$ cat src/rtl/int_pkg.sv
// Shared types for the interrupt scheduler: FSM state encoding and the
// EPC/level stack entry.
package int_pkg;

    localparam int unsigned NSrc = 3;
    localparam int unsigned PcW  = 32;
    localparam int unsigned LvlW = $clog2(NSrc + 1);

    typedef enum logic [1:0] {
        StIdle,
        StTake,
        StGuard
    } state_e;

    // Entry widths follow the package constants; the scheduler's default parameters match them.
    typedef struct packed {
        logic [PcW-1:0]  epc;
        logic [LvlW-1:0] level;
    } stk_entry_t;

endpackage

$ cat src/rtl/int_prio_enc.sv
// Masked priority encoder: highest pending source whose level (k+1) exceeds the
// current service level.
module int_prio_enc import int_pkg::*; #(
    parameter int unsigned N_SRC = NSrc,
    localparam int unsigned LVL_W = $clog2(N_SRC + 1),
    localparam int unsigned IDX_W = (N_SRC > 1) ? $clog2(N_SRC) : 1
) (
    input  logic [N_SRC-1:0] pend_i,
    input  logic [LVL_W-1:0] level_i,
    output logic             valid_o,
    output logic [IDX_W-1:0] idx_o
);

    always_comb begin
        valid_o = 1'b0;
        idx_o   = '0;
        // Ascending scan so the highest qualifying index is the one left standing.
        for (int k = 0; k < int'(N_SRC); k++) begin
            if (pend_i[k] && ((k + 1) > int'(level_i))) begin
                valid_o = 1'b1;
                idx_o   = IDX_W'(k);
            end
        end
    end

endmodule

$ cat src/rtl/int_sched.sv
// Nested priority interrupt scheduler: edge capture, entry/return flush pulses,
// and an EPC/level stack for redirect and return.
module int_sched import int_pkg::*; #(
    parameter int unsigned      N_SRC      = NSrc,
    parameter int unsigned      PC_W       = PcW,
    parameter logic [PC_W-1:0]  VEC_BASE   = 32'h0000_0100,
    parameter logic [PC_W-1:0]  VEC_STRIDE = 32'h0000_0040,
    parameter int unsigned      GUARD_CYC  = 4,
    localparam int unsigned     LVL_W      = $clog2(N_SRC + 1),
    localparam int unsigned     IDX_W      = (N_SRC > 1) ? $clog2(N_SRC) : 1,
    localparam int unsigned     CNT_W      = (GUARD_CYC > 1) ? $clog2(GUARD_CYC) : 1
) (
    input  logic             clk,
    input  logic             rst,
    input  logic [N_SRC-1:0] irq_i,
    input  logic             ie_i,
    input  logic [PC_W-1:0]  epc_i,
    input  logic             eret_req_i,
    output logic             interrupt_o,
    output logic             eret_o,
    output logic [PC_W-1:0]  vector_o,
    output logic [PC_W-1:0]  epc_o,
    output logic [LVL_W-1:0] level_o,
    output logic [N_SRC-1:0] pending_o,
    output logic             stk_err_o
);

    state_e             state_q, state_d;
    logic [N_SRC-1:0]   irq_q, irq_d;
    logic [N_SRC-1:0]   pend_q, pend_d;
    logic [LVL_W-1:0]   level_q, level_d;
    logic [LVL_W-1:0]   sp_q, sp_d;
    logic [CNT_W-1:0]   cnt_q, cnt_d;
    logic [IDX_W-1:0]   take_idx_q, take_idx_d;
    logic               eret_hold_q, eret_hold_d;
    logic               err_q, err_d;
    logic               intr_q, intr_d;
    logic               eret_q, eret_d;
    logic [PC_W-1:0]    vector_q, vector_d;
    logic [PC_W-1:0]    epc_q, epc_d;
    stk_entry_t         stk_q [N_SRC];
    stk_entry_t         stk_d [N_SRC];

    logic               cand_valid;
    logic [IDX_W-1:0]   cand_idx;
    logic [N_SRC-1:0]   pend_clr;
    logic [LVL_W-1:0]   top_idx;

    int_prio_enc #(
        .N_SRC (N_SRC)
    ) u_prio_enc (
        .pend_i  (pend_q),
        .level_i (level_q),
        .valid_o (cand_valid),
        .idx_o   (cand_idx)
    );

    assign top_idx = sp_q - 1'b1;

    always_comb begin
        state_d     = state_q;
        irq_d       = irq_i;
        level_d     = level_q;
        sp_d        = sp_q;
        cnt_d       = cnt_q;
        take_idx_d  = take_idx_q;
        eret_hold_d = eret_hold_q;
        err_d       = err_q;
        intr_d      = 1'b0;
        eret_d      = 1'b0;
        vector_d    = vector_q;
        epc_d       = epc_q;
        stk_d       = stk_q;
        pend_clr    = '0;

        case (state_q)
            StIdle: begin
                // Return takes priority over a new entry in the same cycle.
                if (eret_req_i || eret_hold_q) begin
                    eret_hold_d = 1'b0;
                    if (sp_q != '0) begin
                        eret_d  = 1'b1;
                        epc_d   = stk_q[top_idx].epc;
                        level_d = stk_q[top_idx].level;
                        sp_d    = top_idx;
                    end else begin
                        err_d = 1'b1;
                    end
                end else if (cand_valid && ie_i) begin
                    state_d    = StTake;
                    take_idx_d = cand_idx;
                    intr_d     = 1'b1;
                    vector_d   = VEC_BASE + (PC_W'(cand_idx) * VEC_STRIDE);
                end
            end
            StTake: begin
                stk_d[sp_q].epc   = epc_i;
                stk_d[sp_q].level = level_q;
                sp_d              = sp_q + 1'b1;
                level_d           = LVL_W'(take_idx_q) + 1'b1;
                pend_clr[take_idx_q] = 1'b1;
                cnt_d             = CNT_W'(GUARD_CYC - 1);
                state_d           = StGuard;
                if (eret_req_i) eret_hold_d = 1'b1;
            end
            StGuard: begin
                if (eret_req_i) eret_hold_d = 1'b1;
                if (cnt_q == '0) begin
                    state_d = StIdle;
                end else begin
                    cnt_d = cnt_q - 1'b1;
                end
            end
            default: state_d = StIdle;
        endcase

        // A fresh edge wins over the clear of a source being taken this cycle.
        pend_d = (pend_q & ~pend_clr) | (irq_i & ~irq_q);
    end

    always_ff @(posedge clk) begin
        if (rst) begin
            state_q     <= StIdle;
            irq_q       <= '0;
            pend_q      <= '0;
            level_q     <= '0;
            sp_q        <= '0;
            cnt_q       <= '0;
            take_idx_q  <= '0;
            eret_hold_q <= 1'b0;
            err_q       <= 1'b0;
            intr_q      <= 1'b0;
            eret_q      <= 1'b0;
            vector_q    <= '0;
            epc_q       <= '0;
            for (int i = 0; i < int'(N_SRC); i++) begin
                stk_q[i] <= '0;
            end
        end else begin
            state_q     <= state_d;
            irq_q       <= irq_d;
            pend_q      <= pend_d;
            level_q     <= level_d;
            sp_q        <= sp_d;
            cnt_q       <= cnt_d;
            take_idx_q  <= take_idx_d;
            eret_hold_q <= eret_hold_d;
            err_q       <= err_d;
            intr_q      <= intr_d;
            eret_q      <= eret_d;
            vector_q    <= vector_d;
            epc_q       <= epc_d;
            stk_q       <= stk_d;
        end
    end

    assign interrupt_o = intr_q;
    assign eret_o      = eret_q;
    assign vector_o    = vector_q;
    assign epc_o       = epc_q;
    assign level_o     = level_q;
    assign pending_o   = pend_q;
    assign stk_err_o   = err_q;

endmodule
$ cat config.mk
export PLATFORM = sky130hd
export DESIGN_NAME = int_sched
export DESIGN_NICKNAME = d
export VERILOG_FILES = /design/src/rtl/int_pkg.sv /design/src/rtl/int_prio_enc.sv /design/src/rtl/int_sched.sv
export SDC_FILE = /design/constraint.sdc
export NUM_CORES = 1
export LEC_CHECK = 0
export ABC_AREA = 1
export BUFFER_PORTS_ARGS = -buffer_cell sky130_fd_sc_hd__buf_4
export CAP_MARGIN = 20
export CORE_ASPECT_RATIO = 1.5
export CORE_UTILIZATION = 38
export CTS_CLUSTER_DIAMETER = 50
export DETAILED_ROUTE_END_ITERATION = 8
export GPL_TIMING_DRIVEN = 0
export SYNTH_ARGS = -nofsm -noshare
export SYNTH_HDL_FRONTEND = slang
export SYNTH_SLANG_ARGS = --single-unit
$ cat constraint.sdc
create_clock -name clk -period 3.7 [get_ports clk]
set_input_delay 0.74 -clock clk [delete_from_list [all_inputs] [get_ports clk]]
set_output_delay 0.74 -clock clk [all_outputs]
set_load 0.02 [all_outputs]
==> flow_summary.yaml, run 1 <==
run_status:
  status: "finished clean"
cells_and_area:
  nNetsFinal: 1033
  final_layout_size_suffix_gt1_frac: 0.229
  final_area_um2: 8160
  final_cells: 1206
  num-fill-cells: 1734
  regArea_um2: 3100
  diodes: 0
  area_growth_pct: 24.0
  multi_input_area_um2: 2950
  fin_util: 0.484
synthesis:
  synth_area_leaders: "dfxtp_1 47%, nor2_1 15%, o21ai_1 9.1%"
  synth-seq-cells: 155
  yosysWarnings: 0
  synth_common_cells: "268 x nor2_1, 155 x dfxtp_1, 120 x o21ai_1"
  syn-cell-area_um2: 6580
  ys_types: 31
  synth_top_area_share: 0.472
  yosysSeqAreaShare: 0.472
  synth_edf_count: 0
  synth_top_area_cell: "dfxtp_1"
  syn_avg_cell_area_um2: 7.69
  synth_ff_type: "dfxtp_1"
  synth.most_common_cell: "nor2_1"
  postSynth.asyncResetShare: 0
  synthCells: 856
grt:
  grt_overflow: 0
  grt_pass1_wl_um: 27900
  grt_pass1_vias: 5455
  grt_start_max_net_pins: 17
  grt_util_all_layers: 0.206
  antenna_found_initial: 0
sta:
  slew_headroom: 0.599
  finalClockSkew_ns: 0.0172
  setup_viol: 0
  final_max_slew_viol_count: 0
  setup_slack_ns: 1.26
  hold_ws_ns: 0.411
  timing.final.crit_share: 0.659
  fmax_ghz: 0.410
  fin_tns_setup_ns: 0
  hold_viol: 0
  rsz0062_at_grt: "false"
  fin_crit_ns: 2.44
  worst_pin_slew_ns: 0.602
power_and_ir_drop:
  finalPower_mw: 5.24
  power.leakage_nw: 3.44
  irDropWorstVdd_mv: 0.330
  power_density_nw_per_um2: 643
worst_setup_path:
  worstSetupStartpoint: "sp_q[0]"
  critPathKind: "reg -> reg"
  cpMaxStageDelayCell: "clkbuf_1"
  r2r_cells: 9
  start_kind: "flip-flop"
  cpPeakStageDelay_ns: 0.48
  r2r-start: "sp_q[0]"
  crit_path_cell_trace: "buf_2 > inv_2 > buf_2 > ha_1 > nand2_1 > inv_2 > clkbuf_1 > nor2_1 > nor2_1"
  crit_path_end_kind: "flip-flop"
  crit_arrival_ns: 2.79
  r2r_slack_ns: 1.26
  worstReg2RegEnd: "stk_q[9]"
  crit_path_max_fanout: 11
  critPathRequiredTime_ns: 4.05
routing:
  drc_errors: 0
  routed_wl_um: 17200
  vias_per_cell: 4.72
  wire_per_inst_um: 14.2
  antenna_left: 0
  num_vias: 5695
  first_pass_iters: 4
  drtIter0Drc: 285
worst_hold_path:
  holdCritPathClass: "reg -> reg"
  worstHoldStart: "irq_q[2]"
  hold_depth: 1
  min_to: "pending_o[2]"
clocking:
  clockBufferDepth: 2
  htree_levels: 4
  hold_buffers: 0
  clkSinkCount: 155
  clockRootBuffer: "clkbuf_16"
  post_cts_resized: 0
  clk_latency_ns: 0.43
  cts_made_buffers: 17
  path_clk_slew_ns: 0.06
  tritoncts: "done"
  cts_setup_buffers: 0
placed_design:
  io_buffers: 81
  place.gp.congestion: 0.801
  placedCellCount: 1175
  placed_cell_area_um2: 7550
  hpwl_um: 12400
  dp_slack_ns: 1.24
floorplanning:
  core_um2: 16800
  start_util: 0.391
  die-width_um: 109
  die_h_um: 163
  fp-row-count: 58
  io_pins: 111
  die_area_um2: 17900
job:
  drv_cap: 0
==> placed cells by master (no fill, tap or decap), types with 3 or more instances in the layout <==
cell type   instances
nor2_1            268
dfxtp_1           155
o21ai_1           120
buf_4             113
a21oi_1            60
nand2_1            32
o21ai_0            32
conb_1             29
clkbuf_1           24
buf_2              23
o21ai_2            21
a21oi_2            21
inv_1              18
clkbuf_16          17
inv_2              10
ha_1               10
nand3_1             8
clkinvlp_4          4
o31ai_1             3
bufinv_16           3
clkinv_2            3
==> kinds of logic after synthesis <==
family          share of synthesized area
compound gates                      0.223
flops                               0.472
xor+xnor                          0.00266
other cells                      0.000570
fa+ha+maj                          0.0190
simple gates                        0.187
buf+inv                            0.0960
==> worst max path at each step <==
stage                           end  slack (ns)  cells past startpoint
after detailed placement   stk_q[9]        1.24                      9
after floorplan           epc_o[10]        1.92                     10
after global placement     stk_q[4]        1.29                      9
final                      stk_q[9]        1.26                      9
after global routing       stk_q[2]        1.09                      9
after CTS                  stk_q[9]        1.23                      9
==> layer usage <==
metal	share of wire	global-route usage
met1	0.42	0.243
met5	0	0
met4	0.019	0.0812
met3	0.037	0.0367
met2	0.52	0.363
==> worst max-delay path, delay by kind of cell (launching register included) <==
kind,cells,cell delay [ns]
DFF,1,0.31
and+or+nand+nor,3,0.45
adders and majority gates,1,0.19
buffers and inverters,5,1.39
==> cell type report <==
cell class,count,share of cell area
flip-flops and latches,155,0.380
multi-input cells,616,0.362
repair buffers,81,0.0746
plain buffers,85,0.0646
clock buffers,20,0.0560
well taps,210,0.0322
clock inverters,11,0.0176
inverters,28,0.0129
==> sequential cells by signal, indices dropped and copies added, names as in the netlist <==
| name | flops |
|---|---|
| stk_q | 102 |
| level_o | 2 |
| pending_o | 3 |
| eret_o | 1 |
| irq_q | 3 |
| take_idx_q | 1 |
| epc_o | 32 |
| eret_hold_q | 1 |
| stk_err_o | 1 |
| state_q | 2 |
| cnt_q | 2 |
| sp_q | 2 |
| vector_o | 2 |
| interrupt_o | 1 |
==> report_power, final <==
group / leakage, nW / internal [mW] / switching [mW]
Sequential: 1.26 / 1.89 / 0.124
Clock: 0.284 / 1.09 / 0.683
Combinational: 1.90 / 0.537 / 0.921
Total: 3.44 / 3.52 / 1.73
No activity file was read; power rests on OpenSTA's default activity.
==> inputs of run 2 (changes only) <==
- ABC_AREA: 1 -> 0
- clock period: 3.7 -> 2.5 ns (I/O delays scaled with it)
==> flow_summary.yaml, run 2 <==
worst_setup_path:
  crit_path_end_kind: "flip-flop"
  critPathKind: "reg -> reg"
  crit_arrival_ns: 2.62
  start_kind: "flip-flop"
  critPathRequiredTime_ns: 2.78
  crit_path_max_fanout: 16
sta:
  final_max_slew_viol_count: 0
  fin_crit_ns: 2.34
  fmax_ghz: 0.427
  fin_tns_setup_ns: 0
  hold_viol: 0
  worst_pin_slew_ns: 0.756
  slew_headroom: 0.496
  finalClockSkew_ns: 0.0141
  setup_viol: 0
  timing.final.crit_share: 0.936
  hold_ws_ns: 0.295
  rsz0062_at_grt: "false"
  setup_slack_ns: 0.160
placed_design:
  io_buffers: 80
  placedCellCount: 1123
  placed_cell_area_um2: 7590
  dp_slack_ns: -0.00377
  hpwl_um: 12200
  place.gp.congestion: 0.772
floorplanning:
  fp-row-count: 58
  die_h_um: 164
  core_um2: 16900
  die-width_um: 110
  io_pins: 111
  start_util: 0.391
  die_area_um2: 18000
cells_and_area:
  nNetsFinal: 980
  regMostFlops: "stk_q"
  diodes: 0
  layout_common_cells: "218 x nand2_1, 155 x dfxtp_1, 140 x a21oi_1"
  layout_commonest_cell: "nand2_1"
  final_layout_size_suffix_gt1_frac: 0.216
  area_growth_pct: 24.1
  final_area_um2: 8210
  fin_util: 0.486
  largest_reg_flops: 102
  final_cells: 1153
clocking:
  clk_latency_ns: 0.42
  clkSinkCount: 155
  cts_made_buffers: 17
  clockBufferDepth: 2
  cts_setup_buffers: 0
  path_clk_slew_ns: 0.07
  hold_buffers: 0
  htree_levels: 4
  clockRootBuffer: "clkbuf_16"
  tritoncts: "done"
synthesis:
  synthAdderAreaFrac: 0.0189
  synth_compound_area_frac: 0.185
  synth_ff_type: "dfxtp_1"
  synth_common_cells: "218 x nand2_1, 155 x dfxtp_1, 140 x a21oi_1"
  synth-seq-cells: 155
  synth_mux_area_frac: 0.0584
  synth_top_family_by_area: "compound AO/OA/AOI/OAI gates"
  yosys.area_share.xor_xnor: 0.00265
  yosysWarnings: 0
  synth_edf_count: 0
  yosys.area_share.simple: 0.183
  ys_types: 40
  syn_avg_cell_area_um2: 8.22
  syn-cell-area_um2: 6620
  postSynth.asyncResetShare: 0
  synth_area_leaders: "dfxtp_1 47%, nand2_1 12%, a21oi_1 11%"
  synth_top_area_cell: "dfxtp_1"
  synthCells: 805
  synth.most_common_cell: "nand2_1"
  synth_top_area_share: 0.469
  yosysSeqAreaShare: 0.469
power_and_ir_drop:
  irDropWorstVdd_mv: 0.478
  internal-power_mw: 4.93
  clock_power_share: 0.392
  switching_share: 0.295
  pwr-share-seq: 0.392
  combPwrFrac: 0.216
  power.leakage_nw: 2.99
  finalPower_mw: 7.00
  switching_power_mw: 2.06
  power_density_nw_per_um2: 852
run_status:
  status: "finished clean"
routing:
  drc_errors: 0
  wire_per_inst_um: 15.0
  routed_wl_um: 17200
  first_pass_iters: 5
  drtIter0Drc: 188
  antenna_left: 0
  vias_per_cell: 4.82
  num_vias: 5554
grt:
  grt_pass1_vias: 5386
  grt_util_all_layers: 0.205
  grt_overflow: 0
  grt_start_max_net_pins: 17
  grt_pass1_wl_um: 27900
  antenna_found_initial: 0
job:
  drv_cap: 0
worst_hold_path:
  holdCritPathClass: "in -> reg"
[run 2: changes by cell type in the layout (fill, tap and decap cells not counted), moves of 7 or more]
cell,delta
a21oi_1,+80
nor2b_1,+8
a211oi_2,+26
mux2i_1,+36
nand2_1,+186
nand3_1,-7
inv_2,-9
a21oi_2,-21
nor2_1,-195
o21ai_2,-20
o21ai_1,-118
o21ai_0,-31
a211oi_1,+8
[run 2: per-layer routing]
metal,part of all wire,track usage
met5,0,0
met4,0.025,0.0812
met3,0.050,0.0367
met2,0.51,0.362
met1,0.41,0.241
[run 2: cells by family after synthesis]
group / after synthesis
simple gates: 309
compound gates: 190
flops: 155
buf+inv: 100
mux: 38
fa+ha+maj: 10
xor+xnor: 2
other cells: 1
[run 2: worst max-delay path: stages (launching register included)]
cell and delay [ns]:
dfxtp_1 0.44, inv_1 0.31, ha_1 0.41, buf_6 0.15, buf_4 0.25, mux2i_1 0.29
nor2_1 0.07, a21oi_1 0.17, a211oi_2 0.09
[run 2: worst paths after layout]
kind	to	slack (ns)	from	cells past startpoint
setup / recovery	epc_o[5]	0.16	sp_q[0]	8
setup reg to reg	epc_o[5]	0.16	sp_q[0]	8
hold reg to reg	vector_o[8]	0.45	vector_o[8]	2
hold / removal	irq_q[2]	0.30	irq_i[2]	2
[run 2: power groups by stage]
| stage | Clock [mW] | Sequential (mW) | Combinational (mW) |
|---|---|---|---|
| floorplan | 0 | 2.91 | 0.909 |
| global placement | 0 | 2.79 | 1.52 |
| detailed placement | 0 | 2.80 | 1.52 |
| CTS | 2.80 | 2.74 | 1.53 |
| global route | 2.90 | 2.76 | 1.64 |
| finish | 2.75 | 2.74 | 1.51 |
[run 2: layout make-up]
type,instances,area [µm²]
Fill cell,1694,8700
Tap cell,210,263
Sequential cell,155,3100
Buffer,84,488
Clock inverter,13,190
Multi-Input combinational cell,578,3070
Inverter,15,56.3
Timing Repair Buffer,80,601
Clock buffer,18,439
[run 2: what timing repair did]
action | CTS | global route
pin swaps | 0 | 0
gates resized for setup | 1 | 0
endpoints found under the setup margin | 2 | 5
